`config.mk`:
```
export PLATFORM = sky130hd
export DESIGN_NAME = lane_queue_dispatch
export DESIGN_NICKNAME = d
export VERILOG_FILES = /design/src/rtl/lane_queue_dispatch.sv
export SDC_FILE = /design/constraint.sdc
export NUM_CORES = 1
export LEC_CHECK = 0
export ABC_AREA = 0
export BUFFER_PORTS_ARGS = -buffer_cell sky130_fd_sc_hd__buf_4
export CAP_MARGIN = 25
export CORE_ASPECT_RATIO = 0.9
export CORE_MARGIN = 2
export CORE_UTILIZATION = 40
export CTS_BUF_LIST = sky130_fd_sc_hd__clkbuf_2 sky130_fd_sc_hd__clkbuf_4 sky130_fd_sc_hd__clkbuf_8
export DETAILED_ROUTE_END_ITERATION = 10
export PLACE_DENSITY = 0.75
export SYNTH_ARGS = -nofsm -noshare
export SYNTH_HDL_FRONTEND = slang
export SYNTH_SLANG_ARGS = --single-unit
```
`constraint.sdc`:
```
create_clock -name traffic_clk -period 1.6 [get_ports traffic_clk]
set_input_delay 0.16 -clock traffic_clk [delete_from_list [all_inputs] [get_ports traffic_clk]]
set_output_delay 0.16 -clock traffic_clk [all_outputs]
set_load 0.01 [all_outputs]
```
`src/rtl/lane_queue_dispatch.sv`:
```
// rtl/lane_queue_dispatch.sv - per-lane waiting-car queue and animator dispatch FSM
module lane_queue_dispatch #(
    parameter int CNT_W      = 4,
    parameter int MAX_CARS   = 15,
    parameter int GAP_CYCLES = 4
) (
    input  logic             traffic_clk,
    input  logic             reset_n,
    input  logic             car_btn,
    input  logic             go,
    input  logic             decrement_car,
    output logic             add_car,
    output logic [CNT_W-1:0] car_count,
    output logic             queue_empty,
    output logic             queue_full,
    output logic             car_dropped
);

    localparam int GAP_W = (GAP_CYCLES > 1) ? $clog2(GAP_CYCLES) : 1;
    localparam logic [CNT_W-1:0] MAX_CNT  = CNT_W'(MAX_CARS);
    localparam logic [GAP_W-1:0] GAP_LOAD = GAP_W'(GAP_CYCLES - 1);

    typedef enum logic [1:0] {
        IDLE    = 2'd0,
        REQUEST = 2'd1,
        GAP     = 2'd2
    } state_t;

    state_t             ps_q;
    logic [GAP_W-1:0]   gap_cnt_q;
    logic               add_car_q;
    logic [CNT_W-1:0]   count_q, count_d;
    logic               btn_q;
    logic               dropped_q, dropped_d;

    logic               arrive;
    logic               full;
    logic               empty;

    assign arrive = car_btn & ~btn_q;
    assign full   = (count_q == MAX_CNT);
    assign empty  = (count_q == '0);

    // Simultaneous arrival and retirement cancel out, so neither is lost
    // even at the full or empty boundary.
    always_comb begin
        count_d   = count_q;
        dropped_d = 1'b0;
        if (arrive && !decrement_car) begin
            if (full) begin
                dropped_d = 1'b1;
            end else begin
                count_d = count_q + 1'b1;
            end
        end else if (decrement_car && !arrive && !empty) begin
            count_d = count_q - 1'b1;
        end
    end

    always_ff @(posedge traffic_clk) begin
        if (!reset_n) begin
            count_q   <= '0;
            btn_q     <= 1'b0;
            dropped_q <= 1'b0;
        end else begin
            count_q   <= count_d;
            btn_q     <= car_btn;
            dropped_q <= dropped_d;
        end
    end

    // Decrements are applied by the counter in every state; the FSM only
    // uses them to leave REQUEST, so a late pulse after go drops still lands.
    always_ff @(posedge traffic_clk) begin
        if (!reset_n) begin
            ps_q      <= IDLE;
            gap_cnt_q <= '0;
            add_car_q <= 1'b0;
        end else begin
            case (ps_q)
                IDLE: begin
                    if (go && !empty) begin
                        ps_q      <= REQUEST;
                        add_car_q <= 1'b1;
                    end else begin
                        add_car_q <= 1'b0;
                    end
                end
                REQUEST: begin
                    if (decrement_car) begin
                        ps_q      <= GAP;
                        gap_cnt_q <= GAP_LOAD;
                        add_car_q <= 1'b0;
                    end else if (!go) begin
                        ps_q      <= IDLE;
                        add_car_q <= 1'b0;
                    end else begin
                        add_car_q <= 1'b1;
                    end
                end
                GAP: begin
                    add_car_q <= 1'b0;
                    if (gap_cnt_q == '0) begin
                        ps_q <= IDLE;
                    end else begin
                        gap_cnt_q <= gap_cnt_q - 1'b1;
                    end
                end
                default: begin
                    ps_q      <= IDLE;
                    add_car_q <= 1'b0;
                end
            endcase
        end
    end

    assign add_car     = add_car_q;
    assign car_count   = count_q;
    assign car_dropped = dropped_q;
    assign queue_empty = empty;
    assign queue_full  = full;

endmodule
```
==> summary.txt, run 1 <==
Critical path
  – R2R depth: 4
  – Reg2reg start: car_count[3]
  – CP Launch Point: car_count[3]
  – Worst Setup End Kind: register
  – Crit path max fanout: 5
  – Worst EP required: 1.82 ns
  – R2R Setup Slk: 0.04 ns
  – Critical Path Source Type: register
  – Worst r2r dst: car_count[3]
  – WP data arrival: 1.77 ns
  – Setup CP Type: reg -> reg

Placed design
  – DP Wirelength: 1070 um
  – PortBufs: 12
  – Placed insts: 100
  – Pre-CTS setup slack: 0.0185 ns
  – Gpl congestion: 0.862

Worst hold path
  – Hold Crit Class: in -> reg
  – Hold Path End: btn_q
  – Hold_sp: car_btn
  – Depth of the worst hold-timing path: 2

Die
  – Core Region: 1420 sq um
  – Starting density of the core: 42.1%
  – Die width: 44.7 um
  – # rows: 13
  – IO Count: 13
  – DIE AREA: 1810 sq um
  – Die height: 40.6 um

STA
  – Hold_ws: 0.123 ns
  – Unrepaired setup endpoints after global routing: yes
  – Final Hold Viols: 0
  – Period utilization: 97.3%
  – Fmax: 642 MHz
  – Pins Over Slew Limit: 0
  – Setup TNS: 0 ns
  – Final setup vio count: 0
  – Worst-Margin Slew: 0.244 ns
  – Slack of the critical path: 0.0435 ns
  – Worst Clk Skew: 0.00519 ns
  – Max_slew headroom: 83.7%
  – Minimum clock period: 1.56 ns

Detailed routing
  – DR WL/cell: 13.4 um
  – First DRT Iteration DRCs: 15
  – DR WL met3: 104 um
  – Met1 WL: 617 um
  – DRT Wirelength: 1400 um
  – Via/cell ratio: 5.52
  – Met2 WL: 640 um
  – Top Metal Used: met4
  – DRC: 0
  – Vias: 574
  – Drt first pass iters: 4
  – Post-DRT Antenna Nets: 0

Pwr
  – NetSw: 376 uW
  – Comb pwr share: 45.6%
  – Leakage power: 0.336 nW
  – Switching share of total power: 35.1%
  – Sequential power share: 35.0%
  – VDD IR max: 608 uV
  – PD cells: 1340 nW/um^2
  – P_int: 696 uW
  – Clock share of power: 19.4%

Layout
  – Highest-count cells in the layout ignoring fill and taps: buf_4, dfxtp_1, a21oi_1
  – Final Non-Filler Cells: 104
  – Layout cells sized above 1: 36.0%
  – FF+latch area: 221 sq um
  – Final Core Density: 56.4%
  – # fillers: 145
  – Commonest non-fill, non-tap cell in the layout: buf_4
  – Nets: 98
  – Area grow syn2layout: 34.0%
  – Multi-input gate area: 378 sq um
  – ANT cells: 0

Synthesis
  – Mux share of post-synthesis cell area: 1.89%
  – Main area contributors after synthesis: dfxtp_1, ha_1, a21oi_1
  – EDFF count, synth: 0
  – Yosys Warn Count: 0
  – Syn Std Cell Area: 596 sq um
  – Count of cell types in the netlist: 31
  – Syn_area_per_cell: 8.63 sq um
  – Area leader, netlist: dfxtp_1
  – Adder-Cell Fraction of Synth Area: 6.30%
  – Simple-Gate Fraction of Synth Area: 32.8%
  – Async set-or-reset flop fraction in the synthesized netlist: 0%
  – Post-Synth XOR/XNOR Area: 2.94%
  – Yosys reg bits: 11
  – Syn Inst Count: 69
  – Syn_nets: 77
  – Largest family of logic cells by synthesized area: simple AND/OR/NAND/NOR gates
  – Post-synth top flop: dfxtp_1
  – Complex-gate fraction of the synthesized area: 15.3%
  – Sequential area share after synthesis: 37.0%
  – Synth top area share: 37.0%

Clock tree
  – Worst-path clk slew: 0.07 ns
  – Clk Tree Root Cell: clkbuf_4
  – Clock buffer depth: 2
  – Worst-Skew Late Latency: 0.27 ns
  – CTS tree: built
  – CTS Buf Count: 3
  – CTS sink cnt: 11
  – H-tree levels: 1
  – Post-CTS Hold Buffers: 0

Global route
  – Gr usage total: 17.7%
  – Initial antenna violation count: 0
  – Gr ovfl total: 0
  – Number of global-route vias before repair: 521
  – First-pass GRT wire length: 2170 um
  – Largest net degree at the start of global routing: 10

Job
  – Max Cap Viol: 0

Outcome
  – Status: complete, no violations
==> state kept, by name (all words and copies together), names as in the netlist <==
signal / flops
add_car: 1
btn_q: 1
car_count: 4
car_dropped: 1
gap_cnt_q: 2
ps_q: 2
==> Yosys cell counts (2+ instances only) <==
master	instances
inv_1	5
o21ai_0	3
nor3b_1	2
ha_1	3
dfxtp_1	11
nor2_1	4
a21oi_1	6
nand2_1	2
a21o_1	2
nand2b_1	2
nand4_1	3
nand3_1	4
nor3_1	4
==> worst max-delay path, stage by stage, from the launching register on <==
cell and delay, ns:
dfxtp_1 0.33, or4_4 0.56, and3_4 0.19, or3_1 0.35, nand3_1 0.08
==> layer usage <==
| metal | vias up | GRT usage [%] |
|---|---|---|
| met1 | 254 | 20.6 |
| met2 | 24 | 29.0 |
| met3 | 4 | 3.60 |
| met4 | 0 | 13.6 |
| li1 | 292 | - |
| met5 | - | 0 |
==> cells by family after synthesis <==
group,Yosys count
XOR/XNOR,2
adder cells (fa/ha/maj),3
flip-flops,11
multiplexers,1
AND/OR/NAND/NOR,31
buffers and inverters,6
AO/OA/AOI/OAI,15
==> cell type report <==
cell class / count / area share (%)
inverter: 5 / 2.35
tap: 15 / 2.35
clock buffer: 4 / 3.76
multi-input combinational: 52 / 47.3
sequential: 11 / 27.7
timing repair buffer: 17 / 16.5
==> per-stage QoR <==
stage / area, sq um / power, mW
after global routing: 798 / 1.15
after global placement: 744 / 0.828
after floorplan: 602 / 0.672
after detailed placement: 744 / 0.842
after CTS: 774 / 1.06
final: 798 / 1.07
==> worst max path at each step <==
stage | end | cells past startpoint
floorplan | car_count[3] | 7
global placement | car_count[3] | 4
detailed placement | car_count[3] | 7
CTS | car_count[2] | 7
global route | car_count[3] | 7
finish | car_count[3] | 4
==> power by group through the flow <==
stage / sequential, mW / clock [mW] / combinational, mW
after detailed placement: 0.377 / 0 / 0.465
final: 0.375 / 0.207 / 0.489
after CTS: 0.370 / 0.220 / 0.469
after global routing: 0.381 / 0.228 / 0.538
after global placement: 0.375 / 0 / 0.453
after floorplan: 0.399 / 0 / 0.272
==> repair_timing <==
item / in CTS / in global routing
setup buffers: 0 / 0
resized for setup: 0 / 5
endpoints found under the setup margin: 0 / 2
No activity file was read; power rests on OpenSTA's default activity.
==> inputs of run 2 (changes only) <==
==> constraint.sdc (replaced) <==
create_clock -name traffic_clk -period 1.6 [get_ports traffic_clk]
set_input_delay 0.32 -clock traffic_clk [delete_from_list [all_inputs] [get_ports traffic_clk]]
set_output_delay 0.32 -clock traffic_clk [all_outputs]
set_load 0.01 [all_outputs]
==> run 2 against run 1 <==
  * The run now ends with setup timing left
  * Clock power fell by 3%
  * Register-to-register slack improved by 0.03 ns
  * Highest routed layer is now met3
  * Maximum frequency fell by 3.3%
  * Largest cell class unchanged
  * Clock skew fell by 0.0015 ns
  * Sequential share of layout area fell by 0.55 points
  * Critical path type is now reg -> out
==> summary.txt, run 2 (synthesized netlist as in run 1, its figures left out) <==
STA
  – Minimum clock period: 1.61 ns (+0.0539 ns)
  – Hold_ws: 0.284 ns (+0.161 ns)
  – Worst-Margin Slew: 0.238 ns (-0.00639 ns)
  – Pins Over Slew Limit: 0 (unchanged)
  – Setup TNS: -0.0104 ns (-0.0104 ns)
  – Slack of the critical path: -0.0104 ns (-0.0539 ns)
  – Final setup vio count: 1 (+1)
  – Period utilization: 101% (+3.4 points)
  – Max_slew headroom: 84.1% (+0.43 points)
  – Unrepaired setup endpoints after global routing: yes
  – Worst Clk Skew: 0.00368 ns (-0.00151 ns)
  – Fmax: 621 MHz (-3.3%)
  – Final Hold Viols: 0 (unchanged)

Critical path
  – Crit path max fanout: 4 (-1)
  – R2R depth: 4 (unchanged)
  – Worst Setup End Kind: primary output
  – WP data arrival: 1.29 ns (-0.48 ns)
  – Setup CP Type: reg -> out
  – R2R Setup Slk: 0.07 ns (+0.03 ns)
  – Worst r2r dst: car_count[3]
  – Reg2reg start: car_count[2]
  – Worst EP required: 1.28 ns (-0.54 ns)
  – CP Launch Point: car_count[2]
  – Critical Path Source Type: register

Die
  – # rows: 13 (unchanged)
  – IO Count: 13 (unchanged)
  – Core Region: 1420 sq um (unchanged)
  – Die width: 44.7 um (unchanged)
  – DIE AREA: 1810 sq um (unchanged)
  – Die height: 40.6 um (unchanged)
  – Starting density of the core: 42.1% (unchanged)

Layout
  – FF+latch area: 221 sq um (unchanged)
  – ANT cells: 0 (unchanged)
  – Commonest non-fill, non-tap cell in the layout: buf_4
  – Highest-count cells in the layout ignoring fill and taps: buf_4, dfxtp_1, a21oi_1
  – Nets: 101 (+3.1%)
  – Largest register FFs: 4 (unchanged)
  – # fillers: 131 (-9.7%)
  – Multi-input gate area: 372 sq um (-1.7%)
  – Area grow syn2layout: 36.8%
  – Layout cells sized above 1: 38.0% (+2.1 points)
  – Final Non-Filler Cells: 107 (+2.9%)

Pwr
  – P_int: 720 uW (+3.6%)
  – Switching share of total power: 34.1% (-1.0 points)
  – Leakage power: 0.349 nW (+3.9%)
  – Sequential power share: 33.4% (-1.6 points)
  – VDD IR max: 598 uV (-1.6%)
  – Clock share of power: 18.4% (-1.0 points)
  – Comb pwr share: 48.2% (+2.6 points)
  – PD cells: 1340 nW/um^2 (about the same)
  – NetSw: 372 uW (-0.94%)
  – Total power draw: 1.09 mW (+2.0%)

Clock tree
  – H-tree levels: 1 (unchanged)
  – Clock buffer depth: 2 (unchanged)
  – CTS tree: built
  – Clk Tree Root Cell: clkbuf_4
  – CTS Buf Count: 3 (unchanged)
  – Post-CTS Hold Buffers: 0 (unchanged)
  – Setup bufs post-CTS: 0 (unchanged)
  – Worst-Skew Late Latency: 0.26 ns (about the same)
  – Worst-path clk slew: 0.07 ns (about the same)
  – CTS sink cnt: 11 (unchanged)

Placed design
  – Placed insts: 103 (+3.0%)
  – Gpl congestion: 0.843 (-2.2%)
  – DP Wirelength: 1040 um (-2.6%)
  – Pre-CTS setup slack: -0.0113 ns (-0.0299 ns)
  – PortBufs: 12 (unchanged)

Global route
  – First-pass GRT wire length: 2250 um (+3.8%)
  – Largest net degree at the start of global routing: 10 (unchanged)
  – Initial antenna violation count: 0 (unchanged)
  – Gr ovfl total: 0 (unchanged)
  – Gr usage total: 17.7% (+0.028 points)
  – Number of global-route vias before repair: 532 (+2.1%)

Job
  – Max Cap Viol: 0 (unchanged)

Outcome
  – Status: finished, violations left
  – Failing checks: setup timing

Detailed routing
  – Top Metal Used: met3
  – First DRT Iteration DRCs: 9 (-6)
  – Vias: 584 (+1.7%)
  – DR WL/cell: 12.4 um (-8.0%)
  – DRC: 0 (unchanged)
  – Via/cell ratio: 5.46 (-1.1%)
  – Met2 WL: 629 um (-1.7%)
  – Post-DRT Antenna Nets: 0 (unchanged)
  – Met1 WL: 627 um (+1.6%)
  – DR WL met3: 66 um (-37%)
  – DRT Wirelength: 1320 um (-5.3%)
  – Drt first pass iters: 4 (unchanged)

Worst hold path
  – Hold_sp: car_btn
  – Depth of the worst hold-timing path: 2 (unchanged)
  – Hold Path End: btn_q
  – Hold Crit Class: in -> reg
[run 2: cell count changes in the layout (fill, tap and decap cells not counted)]
| cell | delta |
|---|---|
| inv_2 | +1 |
| inv_1 | -1 |
| o21ai_1 | -1 |
| a31oi_1 | +1 |
| o21ai_0 | +1 |
| buf_4 | +3 |
| a31oi_2 | -1 |
[run 2: stage by stage]
step           cell area [sq um]  util, %
2_1_floorplan                602        -
3_3_place_gp                 767     54.2
3_5_place_dp                 767     54.2
4_1_cts                      802     56.7
5_1_grt                      815     57.6
6_report                     815     57.6
[run 2: worst max path at each step]
| stage | to | cells after the start |
|---|---|---|
| detailed placement | car_count[3] | 8 |
| finish | queue_empty | 3 |
| global route | queue_empty | 3 |
| floorplan | car_count[3] | 7 |
| global placement | car_count[3] | 8 |
| CTS | queue_empty | 3 |
[run 2: final cells by class]
class                      count  share of cell area, %
timing repair buffer          20                   18.9
clock buffer                   4                   3.69
inverter                       5                   2.30
multi-input combinational     52                   45.6
tap                           15                   2.30
sequential                    11                   27.2
[run 2: worst max-delay path: stages (launching register included)]
cell     delay (ns)
dfxtp_2        0.32
or4_4          0.55
inv_2          0.07
buf_6          0.09
[run 2: repair_timing]
item                                    in CTS  in global routing
pin swaps                                    1                  3
endpoints found under the setup margin       1                  2
hold endpoints to repair                     0                  0
resized for setup                            3                  1
[run 2: power groups by stage]
stage          Combinational [mW]  Sequential, mW  Clock, mW
2_1_floorplan               0.272           0.399          0
3_3_place_gp                0.485           0.368          0
3_5_place_dp                0.499           0.370          0
4_1_cts                     0.517           0.365      0.211
5_1_grt                     0.597           0.373      0.222
6_report                    0.526           0.365      0.201
[run 2: routing by layer]
metal	GRT usage, %	up-vias
met2	29.3	12
met3	4.50	0
met4	8.33	0
met1	21.8	275
met5	0	-
li1	-	297
==> inputs of run 3 (changes only) <==
--- a/config.mk
+++ b/config.mk
@@ -13,7 +13,7 @@
 export CORE_UTILIZATION = 40
 export CTS_BUF_LIST = sky130_fd_sc_hd__clkbuf_2 sky130_fd_sc_hd__clkbuf_4 sky130_fd_sc_hd__clkbuf_8
 export DETAILED_ROUTE_END_ITERATION = 10
-export PLACE_DENSITY = 0.75
+export PLACE_DENSITY_LB_ADDON = 0.08
 export SYNTH_ARGS = -nofsm -noshare
 export SYNTH_HDL_FRONTEND = slang
 export SYNTH_SLANG_ARGS = --single-unit
==> run 3 against run 2 <==
  * The run still ends with setup timing left
  * Critical path type unchanged
  * Via count is 2.2% lower
  * Non-clock buffer count stayed put
  * Critical endpoint unchanged
  * Register-to-register slack worse by 0.06 ns
  * Highest routed layer unchanged
  * Count of clock-buffer cells in the layout stayed put
  * Sequential power hardly changed
  * Utilization is 0.97 points higher
==> summary.txt, run 3 (synthesized netlist as in run 1, its figures left out) <==
Outcome
  – Status: finished, violations left
  – Failing checks: setup timing

Die
  – Starting density of the core: 42.1% (unchanged)
  – Die width: 44.7 um (unchanged)
  – IO Count: 13 (unchanged)
  – Core Region: 1420 sq um (unchanged)
  – Die height: 40.6 um (unchanged)
  – DIE AREA: 1810 sq um (unchanged)
  – # rows: 13 (unchanged)

STA
  – Final setup vio count: 1 (unchanged)
  – Pins Over Slew Limit: 0 (unchanged)
  – Minimum clock period: 1.63 ns (+0.0197 ns)
  – Final Hold Viols: 0 (unchanged)
  – Hold_ws: 0.279 ns (-0.00496 ns)
  – Setup TNS: -0.0300 ns (-0.0197 ns)
  – Max_slew headroom: 85.2% (+1.1 points)
  – Worst-Margin Slew: 0.221 ns (-0.0167 ns)
  – Unrepaired setup endpoints after global routing: yes
  – Fmax: 613 MHz (-1.2%)
  – Slack of the critical path: -0.0300 ns (-0.0197 ns)
  – Period utilization: 102% (+1.2 points)
  – Worst Clk Skew: 0.00463 ns (+0.000949 ns)

Layout
  – FF+latch area: 221 sq um (unchanged)
  – Multi-input gate area: 382 sq um (+2.7%)
  – Commonest non-fill, non-tap cell in the layout: buf_4
  – Final Core Density: 58.5% (+0.97 points)
  – ANT cells: 0 (unchanged)
  – Layout cells sized above 1: 40.2% (+2.2 points)
  – # fillers: 140 (+6.9%)
  – Area grow syn2layout: 39.1%
  – Nets: 101 (unchanged)
  – Highest-count cells in the layout ignoring fill and taps: buf_4, dfxtp_1, a21oi_1
  – Largest register FFs: 4 (unchanged)

Placed design
  – DP Wirelength: 1000 um (-3.9%)
  – Pre-CTS setup slack: -0.0162 ns (-0.00494 ns)
  – Gpl congestion: 0.758 (-10%)
  – PortBufs: 12 (unchanged)

Global route
  – Gr usage total: 17.1% (-0.66 points)
  – Largest net degree at the start of global routing: 10 (unchanged)
  – Initial antenna violation count: 0 (unchanged)
  – Gr ovfl total: 0 (unchanged)
  – First-pass GRT wire length: 2170 um (-3.4%)
  – Number of global-route vias before repair: 496 (-6.8%)

Detailed routing
  – Drt first pass iters: 2 (-2)
  – Post-DRT Antenna Nets: 0 (unchanged)
  – Vias: 571 (-2.2%)
  – First DRT Iteration DRCs: 5 (-4)
  – Via/cell ratio: 5.34 (-2.2%)
  – DRT Wirelength: 1380 um (+4.0%)
  – DR WL/cell: 12.9 um (+4.0%)
  – DRC: 0 (unchanged)

Critical path
  – WP data arrival: 1.31 ns (+0.02 ns)
  – Critical Path Source Type: register
  – Slowest cell on crit path: or4_4
  – Worst EP required: 1.28 ns (about the same)
  – Delay-heaviest family, CP: simple AND/OR/NAND/NOR gates
  – Crit-path cells: or4_4, inv_2, buf_6
  – Worst Setup End Kind: primary output
  – Crit path max fanout: 4 (unchanged)
  – Worst path max stage delay: 0.56 ns (about the same)
  – WP buf/inv: 2 (unchanged)
  – Setup CP Type: reg -> out

Clock tree
  – Clock buffer depth: 2 (unchanged)
  – CTS sink cnt: 11 (unchanged)
  – H-tree levels: 1 (unchanged)
  – CTS tree: built
  – Worst-Skew Late Latency: 0.26 ns (about the same)
  – Clk Tree Root Cell: clkbuf_4
  – Worst-path clk slew: 0.08 ns (about the same)
  – Setup bufs post-CTS: 0 (unchanged)
  – CTS Buf Count: 3 (unchanged)

Pwr
  – P_int: 726 uW (+0.83%)
  – Sequential power share: 32.8% (-0.6 points)
  – Switching share of total power: 34.7% (+0.65 points)
  – Comb pwr share: 48.5% (+0.3 points)
  – NetSw: 386 uW (+3.8%)
  – Clock share of power: 18.7% (+0.3 points)
  – VDD IR max: 691 uV (+16%)
  – PD cells: 1340 nW/um^2 (+0.15%)
  – Leakage power: 0.351 nW (+0.70%)

Job
  – Max Cap Viol: 0 (unchanged)

Worst hold path
  – Hold Crit Class: in -> reg
==> run 3: changes by cell type in the layout (fill, tap and decap cells not counted) <==
cell	before	now
a21oi_1	6	5
a21oi_2	0	1
a31oi_1	1	0
a31oi_2	0	1
buf_4	19	18
buf_6	1	2
==> run 3: what timing repair did <==
item                       4_1_cts  5_1_grt
hold endpoints to repair         0        0
gates resized for setup          3        4
hold buffers                     0        0
pin swaps                        1        1
setup endpoints to repair        1        3
==> run 3: cell type report <==
class,count,share of cell area [%]
Multi-Input combinational cell,52,46.1
Sequential cell,11,26.7
Timing Repair Buffer,20,19.0
Clock buffer,4,3.63
Inverter,5,2.27
Tap cell,15,2.27
==> run 3: layer usage <==
| layer | wire, um | share of wire, % | up-vias | global-route usage, % |
|---|---|---|---|---|
| met4 | 0 | 0 | 0 | 4.55 |
| met3 | 50 | 3.6 | 0 | 5.86 |
| met2 | 629 | 46 | 7 | 26.8 |
| met5 | 0 | 0 | - | 0 |
| li1 | - | - | 295 | - |
| met1 | 694 | 50 | 269 | 22.3 |
==> run 3: worst paths after layout <==
| check | startpoint | endpoint | slack (ns) | cells after the start |
|---|---|---|---|---|
| worst max-delay path | car_count[3] | queue_empty | -0.03 | 3 |
| worst min-delay path | car_btn | btn_q | 0.28 | 2 |
| worst max register to register | car_count[3] | car_count[3] | 0.01 | 4 |
| worst min register to register | gap_cnt_q[1] | gap_cnt_q[1] | 0.53 | 2 |
==> run 3: power groups by stage <==
| stage | Combinational (mW) | Sequential [mW] | Clock (mW) |
|---|---|---|---|
| after global routing | 0.599 | 0.371 | 0.230 |
| after CTS | 0.512 | 0.365 | 0.218 |
| final | 0.539 | 0.365 | 0.208 |
| after floorplan | 0.272 | 0.399 | 0 |
| after detailed placement | 0.491 | 0.370 | 0 |
| after global placement | 0.492 | 0.369 | 0 |
==> run 3: stage by stage <==
stage / total power [mW] / instance area (sq um) / instances
after global placement: 0.861 / 767 / 103
after floorplan: 0.672 / 602 / 69
after CTS: 1.09 / 802 / 107
final: 1.11 / 828 / 107
after detailed placement: 0.861 / 767 / 103
after global routing: 1.20 / 828 / 107
